`src/rtl/imem_port_arbiter_if.sv`:
```
// Bus bundle between the core's fetch/data requesters, the ROM read port and the arbiter.
// The arbiter takes the slave view; the core/ROM side takes the master view.
interface imem_port_arbiter_if;
  logic        f_req;
  logic [31:0] f_addr;
  logic        f_gnt;
  logic        f_rvalid;
  logic [31:0] f_rdata;
  logic        f_rerr;
  logic        d_req;
  logic [31:0] d_addr;
  logic        d_gnt;
  logic        d_rvalid;
  logic [31:0] d_rdata;
  logic        d_rerr;
  logic [31:0] mem_addr;
  logic [31:0] mem_rdata;

  modport slave (
    input  f_req, f_addr, d_req, d_addr, mem_rdata,
    output f_gnt, f_rvalid, f_rdata, f_rerr,
    output d_gnt, d_rvalid, d_rdata, d_rerr, mem_addr
  );

  modport master (
    output f_req, f_addr, d_req, d_addr, mem_rdata,
    input  f_gnt, f_rvalid, f_rdata, f_rerr,
    input  d_gnt, d_rvalid, d_rdata, d_rerr, mem_addr
  );
endinterface

```
`src/rtl/imem_port_arbiter.sv`:
```
// Shares the combinational instruction-ROM read port between fetch (F) and data (D) requesters,
// D-priority with starvation protection for F, one registered response word per grant.
module imem_port_arbiter #(
  parameter int IROM_SPACE   = 1024,
  parameter int STARVE_LIMIT = 4
) (
  input logic                clk,
  input logic                rst,
  imem_port_arbiter_if.slave bus
);

  localparam logic [31:0] MAX_ADDR = 32'(IROM_SPACE - 4);
  localparam logic [3:0]  LIMIT    = 4'(STARVE_LIMIT);

  logic [3:0]  starve_cnt;
  logic        f_gnt_p0;
  logic        d_gnt_p0;
  logic        err_p0;
  logic [31:0] word_p0;

  logic        f_vld_p1;
  logic        d_vld_p1;
  logic [31:0] f_rdata_p1;
  logic [31:0] d_rdata_p1;
  logic        f_rerr_p1;
  logic        d_rerr_p1;

  function automatic logic [3:0] sat_inc(input logic [3:0] v);
    return (v >= LIMIT) ? LIMIT : v + 4'd1;
  endfunction

  function automatic logic addr_err(input logic [31:0] a);
    return (a[1:0] != 2'b00) || (a > MAX_ADDR);
  endfunction

  // Stage p0: combinational grant, ROM address mux and error check on the granted address
  always_comb begin
    f_gnt_p0 = 1'b0;
    d_gnt_p0 = 1'b0;
    if (!rst) begin
      if (bus.f_req && (!bus.d_req || starve_cnt == LIMIT)) begin
        f_gnt_p0 = 1'b1;
      end else if (bus.d_req) begin
        d_gnt_p0 = 1'b1;
      end
    end
  end

  always_comb begin
    bus.mem_addr = 32'h0;
    if (f_gnt_p0) begin
      bus.mem_addr = bus.f_addr;
    end else if (d_gnt_p0) begin
      bus.mem_addr = bus.d_addr;
    end
  end

  assign err_p0  = addr_err(bus.mem_addr);
  assign word_p0 = err_p0 ? 32'h0 : bus.mem_rdata;

  assign bus.f_gnt = f_gnt_p0;
  assign bus.d_gnt = d_gnt_p0;

  // Stage p1: registered responses; rdata is reset too so both ports come up reading zero
  always_ff @(posedge clk) begin
    if (rst) begin
      starve_cnt <= 4'd0;
      f_vld_p1   <= 1'b0;
      d_vld_p1   <= 1'b0;
      f_rerr_p1  <= 1'b0;
      d_rerr_p1  <= 1'b0;
      f_rdata_p1 <= 32'h0;
      d_rdata_p1 <= 32'h0;
    end else begin
      f_vld_p1 <= f_gnt_p0;
      d_vld_p1 <= d_gnt_p0;
      if (f_gnt_p0) begin
        f_rdata_p1 <= word_p0;
        f_rerr_p1  <= err_p0;
      end
      if (d_gnt_p0) begin
        d_rdata_p1 <= word_p0;
        d_rerr_p1  <= err_p0;
      end
      if (!bus.f_req || f_gnt_p0) begin
        starve_cnt <= 4'd0;
      end else if (d_gnt_p0) begin
        starve_cnt <= sat_inc(starve_cnt);
      end
    end
  end

  // A response due in a cycle where rst is raised is dropped immediately, not one cycle late
  assign bus.f_rvalid = f_vld_p1 & ~rst;
  assign bus.d_rvalid = d_vld_p1 & ~rst;
  assign bus.f_rerr   = f_rerr_p1 & ~rst;
  assign bus.d_rerr   = d_rerr_p1 & ~rst;
  assign bus.f_rdata  = rst ? 32'h0 : f_rdata_p1;
  assign bus.d_rdata  = rst ? 32'h0 : d_rdata_p1;

endmodule

```
`src/flat_wrapper.sv`:
```
// flat-port wrapper written by rule: the top's interface ports become plain ports
module imem_port_arbiter_flat 
#(
  parameter int IROM_SPACE   = 1024,
  parameter int STARVE_LIMIT = 4
)
  (clk, rst, bus_f_req, bus_f_addr, bus_d_req, bus_d_addr, bus_mem_rdata, bus_f_gnt, bus_f_rvalid, bus_f_rdata, bus_f_rerr, bus_d_gnt, bus_d_rvalid, bus_d_rdata, bus_d_rerr, bus_mem_addr);
  imem_port_arbiter_if bus_i ();
  input logic clk;
  input logic rst;
  input wire logic [$bits(bus_i.f_req)-1:0] bus_f_req;
  input wire logic [$bits(bus_i.f_addr)-1:0] bus_f_addr;
  input wire logic [$bits(bus_i.d_req)-1:0] bus_d_req;
  input wire logic [$bits(bus_i.d_addr)-1:0] bus_d_addr;
  input wire logic [$bits(bus_i.mem_rdata)-1:0] bus_mem_rdata;
  output wire logic [$bits(bus_i.f_gnt)-1:0] bus_f_gnt;
  output wire logic [$bits(bus_i.f_rvalid)-1:0] bus_f_rvalid;
  output wire logic [$bits(bus_i.f_rdata)-1:0] bus_f_rdata;
  output wire logic [$bits(bus_i.f_rerr)-1:0] bus_f_rerr;
  output wire logic [$bits(bus_i.d_gnt)-1:0] bus_d_gnt;
  output wire logic [$bits(bus_i.d_rvalid)-1:0] bus_d_rvalid;
  output wire logic [$bits(bus_i.d_rdata)-1:0] bus_d_rdata;
  output wire logic [$bits(bus_i.d_rerr)-1:0] bus_d_rerr;
  output wire logic [$bits(bus_i.mem_addr)-1:0] bus_mem_addr;
  assign bus_i.f_req = bus_f_req;
  assign bus_i.f_addr = bus_f_addr;
  assign bus_i.d_req = bus_d_req;
  assign bus_i.d_addr = bus_d_addr;
  assign bus_i.mem_rdata = bus_mem_rdata;
  assign bus_f_gnt = bus_i.f_gnt;
  assign bus_f_rvalid = bus_i.f_rvalid;
  assign bus_f_rdata = bus_i.f_rdata;
  assign bus_f_rerr = bus_i.f_rerr;
  assign bus_d_gnt = bus_i.d_gnt;
  assign bus_d_rvalid = bus_i.d_rvalid;
  assign bus_d_rdata = bus_i.d_rdata;
  assign bus_d_rerr = bus_i.d_rerr;
  assign bus_mem_addr = bus_i.mem_addr;
  imem_port_arbiter #(.IROM_SPACE(IROM_SPACE), .STARVE_LIMIT(STARVE_LIMIT)) u_core (.clk(clk), .rst(rst), .bus(bus_i));
endmodule
```
`config.mk`:
```
export PLATFORM = sky130hd
export DESIGN_NAME = imem_port_arbiter_flat
export DESIGN_NICKNAME = d
export VERILOG_FILES = /design/src/rtl/imem_port_arbiter_if.sv /design/src/rtl/imem_port_arbiter.sv /design/src/flat_wrapper.sv
export SDC_FILE = /design/constraint.sdc
export NUM_CORES = 1
export LEC_CHECK = 0
export BUFFER_PORTS_ARGS = -buffer_cell sky130_fd_sc_hd__buf_4
export CORE_MARGIN = 2
export CORE_UTILIZATION = 39
export CTS_CLUSTER_SIZE = 16
export DETAILED_ROUTE_END_ITERATION = 7
export PLACE_DENSITY_LB_ADDON = 0.1
export REMOVE_ABC_BUFFERS = 1
export SYNTH_ARGS = -nofsm -noshare
export SYNTH_HDL_FRONTEND = slang
export SYNTH_SLANG_ARGS = --single-unit
```
`constraint.sdc`:
```
create_clock -name clk -period 2.57 [get_ports clk]
set_clock_uncertainty 0.15 [all_clocks]
set_input_delay 0.771 -clock clk [delete_from_list [all_inputs] [get_ports clk]]
set_output_delay 0.771 -clock clk [all_outputs]
set_load 0.02 [all_outputs]
```
After elaboration in Yosys (flattened, before gate mapping)
Cells that the tools add are included.

Muxes and demuxes: 11. Magnitude comparators: 2. Reductions and logical operators: 8. Add/subtract/negate cells: 1. Equal/unequal tests: 1. Bitwise operators: 5.

Operators with widths (count): $mux W32 (5); $gt A32 B10 Y1 const B (1); $mux W1 (5); $add A4 B1 Y4 const B (1); $and A1 B1 Y1 (4); $eq A4 B3 Y1 const B (1); $ge A4 B3 Y1 const B (1); $mux W4 (1); $logic_or A1 B1 Y1 (3); $logic_not A1 Y1 (2); $reduce_bool A2 Y1 (1); $reduce_or A2 Y1 (1); $logic_and A1 B1 Y1 (1); $not A1 Y1 (1).

Output and inout bits: 102. Bits in registers: 72. Logic and storage cells: 35.

Longest topological paths before layout
Gate-level depths: netlist of run 1.

Word-level depth: 10. Gate-level depth with buffers: 8. Mapped depth without buffers: 7.

Worst setup path before layout of run 1
No wires, ideal clock.

Kind: input port to output port. Start: in bus_f_req. End: out bus_mem_addr[14]. Stages: 5. Slack: -0.329 ns. Required time: 1.649 ns. Arrival: 1.978 ns. Path buffers: 1. Path through: nor2b_1 -> o21ai_4 -> inv_2 -> clkbuf_1 -> a22o_1.

Elaborated cells between the ends (all ways): 7.

RTL lines: start, declared (RTL line flat_wrapper.sv:11) `input wire logic [$bits(bus_i.f_req)-1:0] bus_f_req;`; $logic_and A1 B1 Y1 (RTL line imem_port_arbiter.sv:41) `if (bus.f_req && (!bus.d_req || starve_cnt == LIMIT)) begin`; $mux W1 (RTL line imem_port_arbiter.sv:41); $mux W1 (RTL line imem_port_arbiter.sv:40) `if (!rst) begin`; named net bus_f_gnt (RTL line flat_wrapper.sv:16) `output wire logic [$bits(bus_i.f_gnt)-1:0] bus_f_gnt;`; $mux W32 (RTL line imem_port_arbiter.sv:51) `if (f_gnt_p0) begin`; end, declared (RTL line flat_wrapper.sv:24) `output wire logic [$bits(bus_i.mem_addr)-1:0] bus_mem_addr;`.

The timed path passes the listed nets, and every way through them passes these cells.

Worst setup path in the final report of run 1
Start: in bus_f_req. End: out bus_mem_addr[4].

Cells in the longest elaborated chain, start to end: 5. Elaborated cells between the ends (all ways): 7.

RTL lines: $logic_and A1 B1 Y1 * (RTL line imem_port_arbiter.sv:41); $mux W1 (RTL line imem_port_arbiter.sv:41); $mux W1 (RTL line imem_port_arbiter.sv:40); $mux W32 (RTL line imem_port_arbiter.sv:53) `end else if (d_gnt_p0) begin`; $mux W32 * (RTL line imem_port_arbiter.sv:51).

Mark *: on every way between the ends. The rest lies on a longest branch, timed or not.

==> impl_metrics.env, run 1 <==
export IMPL_status="finished with violations"
export IMPL_violations="setup timing"
export IMPL_arrival_ns=1.99
export IMPL_crit_path_start="bus_f_req"
export IMPL_timing_fmax_ghz=0.343
export IMPL_synth_xor_area_frac=0
export IMPL_die_y_um=97.0
export IMPL_grt_overflow_total=0
export IMPL_worstPathCellList="buf_4 > buf_4 > a211oi_4 > buf_6 > buf_6 > buf_16 > a22o_1 > buf_6"
export IMPL_grt_pass1_wl_um=19400
export IMPL_antenna_found_initial=0
export IMPL_setup_tns_ns=-9.85
export IMPL_utilization=0.699
export IMPL_synth_mux_area_frac=0.00297
export IMPL_crit_required_ns=1.65
export IMPL_grt_usage=0.257
export IMPL_synth_seq_cells=72
export IMPL_totalWireLength_um=12600
export IMPL_worstHoldPathCells=2
export IMPL_vias_per_cell=5.19
export IMPL_drc=0
export IMPL_hold_buffers=0
export IMPL_start_kind="input port"
export IMPL_core_area_um2=8300
export IMPL_powerDensity_nw_per_um2=440
export IMPL_area_growth_pct=72.3
export IMPL_worst_path_max_delay_cell="a211oi_4"
export IMPL_r2r_cells=9
export IMPL_setup_slack_ns=-0.343
export IMPL_grt_pass1_vias=3556
export IMPL_r2r_end="u_core.f_rdata_p1[28]"
export IMPL_rr_startpoint="u_core.starve_cnt[0]"
export IMPL_syn_area_um2=3370
export IMPL_min_from="u_core.starve_cnt[2]"
export IMPL_crit_family="buffers and inverters"
export IMPL_rows=33
export IMPL_die_area_um2=9400
export IMPL_cpMostUsedCell="buf_6"
export IMPL_rsz0062_at_grt="true"
export IMPL_end_kind="primary output"
export IMPL_drtIter0Drc=164
export IMPL_crit_buf_inv=6
export IMPL_synth_top_family_by_area="compound AO/OA/AOI/OAI gates"
export IMPL_gp_congestion=0.977
export IMPL_wire_per_inst_um=18.4
export IMPL_hold_end="u_core.starve_cnt[2]"
export IMPL_r2r_slack_ns=0.41
export IMPL_ys_types=30
export IMPL_drive_gt1_frac=0.567
export IMPL_diodes=0
export IMPL_die_x_um=97.0
export IMPL_grt_max_degree=37
export IMPL_vdd_ir_drop_worst_uv=412
export IMPL_hold_class="flip-flop to flip-flop"
export IMPL_synth_simple_area_share=0.241
export IMPL_synth_compound_area_share=0.266
export IMPL_numCtsBuffers=9
export IMPL_ant_nets=0
export IMPL_port_buffers=201
export IMPL_dr_pass1_iters=4
export IMPL_max_stage_delay_ns=0.25
export IMPL_drv_slew=0
export IMPL_drv_cap=0
export IMPL_vias=3544
export IMPL_timing_hold_ws_ns=0.359
export IMPL_cts_tree="yes"
export IMPL_nNetsFinal=675
export IMPL_clock_sinks=72
export IMPL_avgSynthCellArea_um2=9.77
export IMPL_layout_common_cells="buf_4 (199), nor2b_1 (81), dfxtp_1 (70), a22o_1 (61), buf_6 (38)"
export IMPL_final_common_cell="buf_4"
export IMPL_cts_clk_slew_worst_paths_ns=0.08
export IMPL_finalHoldViolCount=0
export IMPL_setup_viol=34
export IMPL_fill_cells=628
export IMPL_dp_hpwl_um=8790
export IMPL_crit_fanout=11
export IMPL_period_minus_slack_ns=2.91
export IMPL_htreeDepth=3
export IMPL_cts_buffer_depth=2
export IMPL_start_util=0.406
export IMPL_clk_latency_ns=0.34
export IMPL_seq_area_frac_synth=0.428
export IMPL_ys_warnings_count=0
export IMPL_yosys_area_share_adder=0.00743
export IMPL_syn_instance_count=345
export IMPL_path_class="input port to primary output"
export IMPL_root_buffer="clkbuf_8"
export IMPL_ios=202
export IMPL_p_leak_nw=2.74
export IMPL_period_share=1.13
-- area by class of cell --
type                            count  area, um2  area share
Multi-Input combinational cell    237       1850       0.319
Clock inverter                      6       90.1      0.0155
Tap cell                          105        131      0.0226
Sequential cell                    72       1440       0.249
Clock buffer                       10        128      0.0220
Timing Repair Buffer              247       2140       0.368
Inverter                            6       22.5     0.00388
-- kinds of logic after synthesis --
group | after synthesis
flip-flops | 72
AND/OR/NAND/NOR | 130
buffers and inverters | 36
multiplexers | 1
other | 1
adder cells (fa/ha/maj) | 2
AO/OA/AOI/OAI | 103
-- Yosys cell counts --
master | instances | area (um2)
clkbuf_2 | 1 | 5.00
clkbuf_1 | 16 | 60.1
nor4_1 | 11 | 68.8
buf_2 | 8 | 40.0
nor3_1 | 1 | 5.00
dfxtp_1 | 72 | 1440
nand2b_1 | 1 | 6.26
nor4_4 | 1 | 21.3
nor2_1 | 6 | 22.5
a22o_1 | 64 | 561
conb_1 | 1 | 3.75
and3b_4 | 1 | 12.5
ha_1 | 2 | 25.0
a21oi_1 | 3 | 15.0
nand4_1 | 1 | 6.26
buf_6 | 4 | 45.0
nand2_1 | 2 | 7.51
nor2b_1 | 101 | 632
mux2i_1 | 1 | 10.0
a31o_2 | 32 | 280
nand3b_1 | 1 | 7.51
a211oi_1 | 1 | 7.51
inv_1 | 5 | 18.8
buf_4 | 1 | 7.51
o21ai_0 | 1 | 5.00
o21ai_4 | 1 | 16.3
a211oi_2 | 1 | 12.5
or4_1 | 1 | 7.51
nand3_1 | 3 | 15.0
inv_2 | 1 | 3.75
-- worst register-to-register path, cell delays in order (launching register included) --
cell and delay (ns):
dfxtp_2 0.32, inv_2 0.06, ha_4 0.13, and3b_4 0.22, buf_6 0.11, o21ai_4 0.05, buf_4 0.27, nor4_4 0.37
buf_12 0.24, a22o_1 0.18
-- power by group --
group	switching, W	leakage, nW	internal [W]
clock network	0.000430	0.107	0.000552
logic	0.000209	2.05	0.000239
registers	0.00000202	0.582	0.00112
-- worst max path at each step --
stage	to	slack [ns]	depth (start not counted)
CTS	bus_mem_addr[12]	-0.33	9
floorplan	bus_mem_addr[0]	-3.01	3
finish	bus_mem_addr[4]	-0.34	8
global placement	bus_mem_addr[0]	-0.27	6
detailed placement	bus_mem_addr[0]	-0.28	6
global route	bus_mem_addr[4]	-0.42	9
-- state kept, by name, summed over array words and instances, names as in the netlist --
| signal | cells |
|---|---|
| u_core.d_vld_p1 | 1 |
| u_core.f_vld_p1 | 1 |
| u_core.starve_cnt | 4 |
| u_core.d_rdata_p1 | 32 |
| u_core.f_rdata_p1 | 32 |
| u_core.d_rerr_p1 | 1 |
| u_core.f_rerr_p1 | 1 |
-- metal layers --
| metal | up-vias | part of all wire | wire length, um | track usage |
|---|---|---|---|---|
| li1 | 1707 | - | - | - |
| met1 | 1665 | 0.40 | 5020 | 0.301 |
| met2 | 149 | 0.51 | 6380 | 0.461 |
| met3 | 23 | 0.072 | 912 | 0.0658 |
| met4 | 0 | 0.023 | 289 | 0.0704 |
| met5 | - | 0 | 0 | 0 |
-- metrics by stage --
stage          total power [W]  setup WS [ns]  instances  area (um2)
6_report               0.00255         -0.343        683        5800
5_1_grt                0.00264         -0.423        683        5800
4_1_cts                0.00256         -0.334        681        5730
3_5_place_dp           0.00152         -0.284        654        5160
3_3_place_gp           0.00152         -0.270        654        5160
2_1_floorplan          0.00127          -3.01        315        3210
-- timing repair --
action,CTS,global route
cloned,3,1
gates resized for setup,51,22
pin swaps,7,9
setup endpoints to repair,59,51
buffers inserted,8,2
Power figures use the tool's default switching activity.
==> run 2: changes to the inputs <==
Settings changed: PLACE_DENSITY set to 0.76, PLACE_DENSITY_LB_ADDON 0.1 to unset.
==> impl_metrics.env, run 2 (same netlist as run 1, synthesis figures left out) <==
export IMPL_powerDensity_nw_per_um2=446
export IMPL_totalWireLength_um=13800
export IMPL_end_kind="primary output"
export IMPL_cts_buffer_depth=2
export IMPL_period_share=1.12
export IMPL_drv_cap=0
export IMPL_vias=3619
export IMPL_grt_usage=0.277
export IMPL_nNetsFinal=669
export IMPL_layout_common_cells="buf_4 (203), nor2b_1 (94), dfxtp_1 (70), a22o_1 (61), a31o_2 (32)"
export IMPL_root_buffer="clkbuf_8"
export IMPL_register_area_um2=1440
export IMPL_finalHoldViolCount=0
export IMPL_start_kind="flip-flop"
export IMPL_timing_fmax_ghz=0.348
export IMPL_setup_slack_ns=-0.304
export IMPL_wire_per_inst_um=20.4
export IMPL_final_common_cell="buf_4"
export IMPL_antenna_found_initial=0
export IMPL_ios=202
export IMPL_status="finished with violations"
export IMPL_period_minus_slack_ns=2.87
export IMPL_cts_clk_slew_worst_paths_ns=0.08
export IMPL_fill_cells=645
export IMPL_hold_class="flip-flop to flip-flop"
export IMPL_area_growth_pct=69.7
export IMPL_path_class="flip-flop to primary output"
export IMPL_arrival_ns=1.95
export IMPL_setup_viol=34
export IMPL_grt_pass1_vias=3545
export IMPL_cts_tree="yes"
export IMPL_start_util=0.406
export IMPL_drv_slew=0
export IMPL_die_x_um=97.0
export IMPL_utilization=0.689
export IMPL_finalPower_w=0.00255
export IMPL_core_area_um2=8300
export IMPL_grt_pass1_wl_um=20500
export IMPL_dp_hpwl_um=10200
export IMPL_violations="setup timing"
export IMPL_clock_sinks=72
export IMPL_die_area_um2=9400
export IMPL_drive_gt1_frac=0.540
export IMPL_htreeDepth=3
export IMPL_crit_required_ns=1.65
export IMPL_p_leak_nw=2.71
export IMPL_multiInputGateArea_um2=1810
export IMPL_clk_latency_ns=0.34
export IMPL_grt_overflow_total=0
export IMPL_drc=0
export IMPL_dr_pass1_iters=4
export IMPL_crit_fanout=6
export IMPL_grt_max_degree=48
export IMPL_die_y_um=97.0
export IMPL_vias_per_cell=5.35
export IMPL_ant_nets=0
export IMPL_port_buffers=201
export IMPL_gp_congestion=0.973
export IMPL_rsz0062_at_grt="true"
export IMPL_top_regs="u_core.d_rdata_p1: 32 flops, u_core.f_rdata_p1: 32 flops, u_core.starve_cnt: 4 flops"
export IMPL_rows=33
export IMPL_vdd_ir_drop_worst_uv=355
export IMPL_diodes=0
export IMPL_numCtsBuffers=9
export IMPL_drtIter0Drc=197
run 2: changes by cell type in the layout (fill, tap and decap cells not counted), moves of 2 or more:
cell     previous run  this run
inv_6               2         0
buf_4             199       203
buf_6              38        26
nor2b_2            19         7
nor2b_1            81        94
run 2: area by class of cell:
class | instances | share of cell area
clock buffers | 10 | 0.0223
clock inverters | 6 | 0.0162
inverters | 6 | 0.00438
multi-input cells | 237 | 0.317
flip-flops and latches | 72 | 0.252
well taps | 105 | 0.0230
repair buffers | 241 | 0.364
run 2: final timing paths:
path                         from                    to  slack, ns  cells past startpoint
max          u_core.starve_cnt[1]      bus_mem_addr[29]      -0.30                      8
min          u_core.starve_cnt[2]  u_core.starve_cnt[2]       0.38                      2
max reg2reg  u_core.starve_cnt[1]  u_core.d_rdata_p1[6]       0.37                     10
min reg2reg  u_core.starve_cnt[2]  u_core.starve_cnt[2]       0.38                      2
run 2: critical path, cell delays in order (launching register included):
cell and delay [ns]:
dfxtp_2 0.35, inv_2 0.05, ha_4 0.15, and3b_4 0.20
a211oi_4 0.24, buf_6 0.20, buf_12 0.13, a22o_1 0.17
buf_6 0.13
run 2: through the flow:
stage	setup TNS [ns]	worst slack (ns)	area, um2	hold WS, ns	std cells
4_1_cts	-8.72	-0.298	5610	0.381	672
3_3_place_gp	-6.03	-0.247	5140	0.324	648
5_1_grt	-11.40	-0.370	5720	0.392	677
6_report	-8.73	-0.304	5720	0.376	677
2_1_floorplan	-182.58	-3.01	3210	0.313	315
3_5_place_dp	-7.09	-0.270	5140	0.371	648
run 2: repair_timing:
item | 4_1_cts | 5_1_grt
gates resized for setup | 36 | 11
setup buffers | 5 | 2
hold buffers | 0 | 0
pin swaps | 10 | 6
gates cloned | 3 | 3
endpoints found under the setup margin | 35 | 40
run 2: power breakdown:
group / switching (W) / leakage [nW] / total, W / internal (W)
clock: 0.000426 / 0.108 / 0.000979 / 0.000553
sequential: 0.00000207 / 0.582 / 0.00112 / 0.00112
combinational: 0.000214 / 2.02 / 0.000451 / 0.000237
run 2: per-layer routing:
metal / routed length [um] / vias up / track usage / share of wire
li1: - / 1693 / - / -
met1: 5880 / 1756 / 0.357 / 0.43
met2: 6890 / 156 / 0.475 / 0.50
met3: 874 / 14 / 0.0614 / 0.063
met4: 185 / 0 / 0.0618 / 0.013
met5: 0 / - / 0 / 0
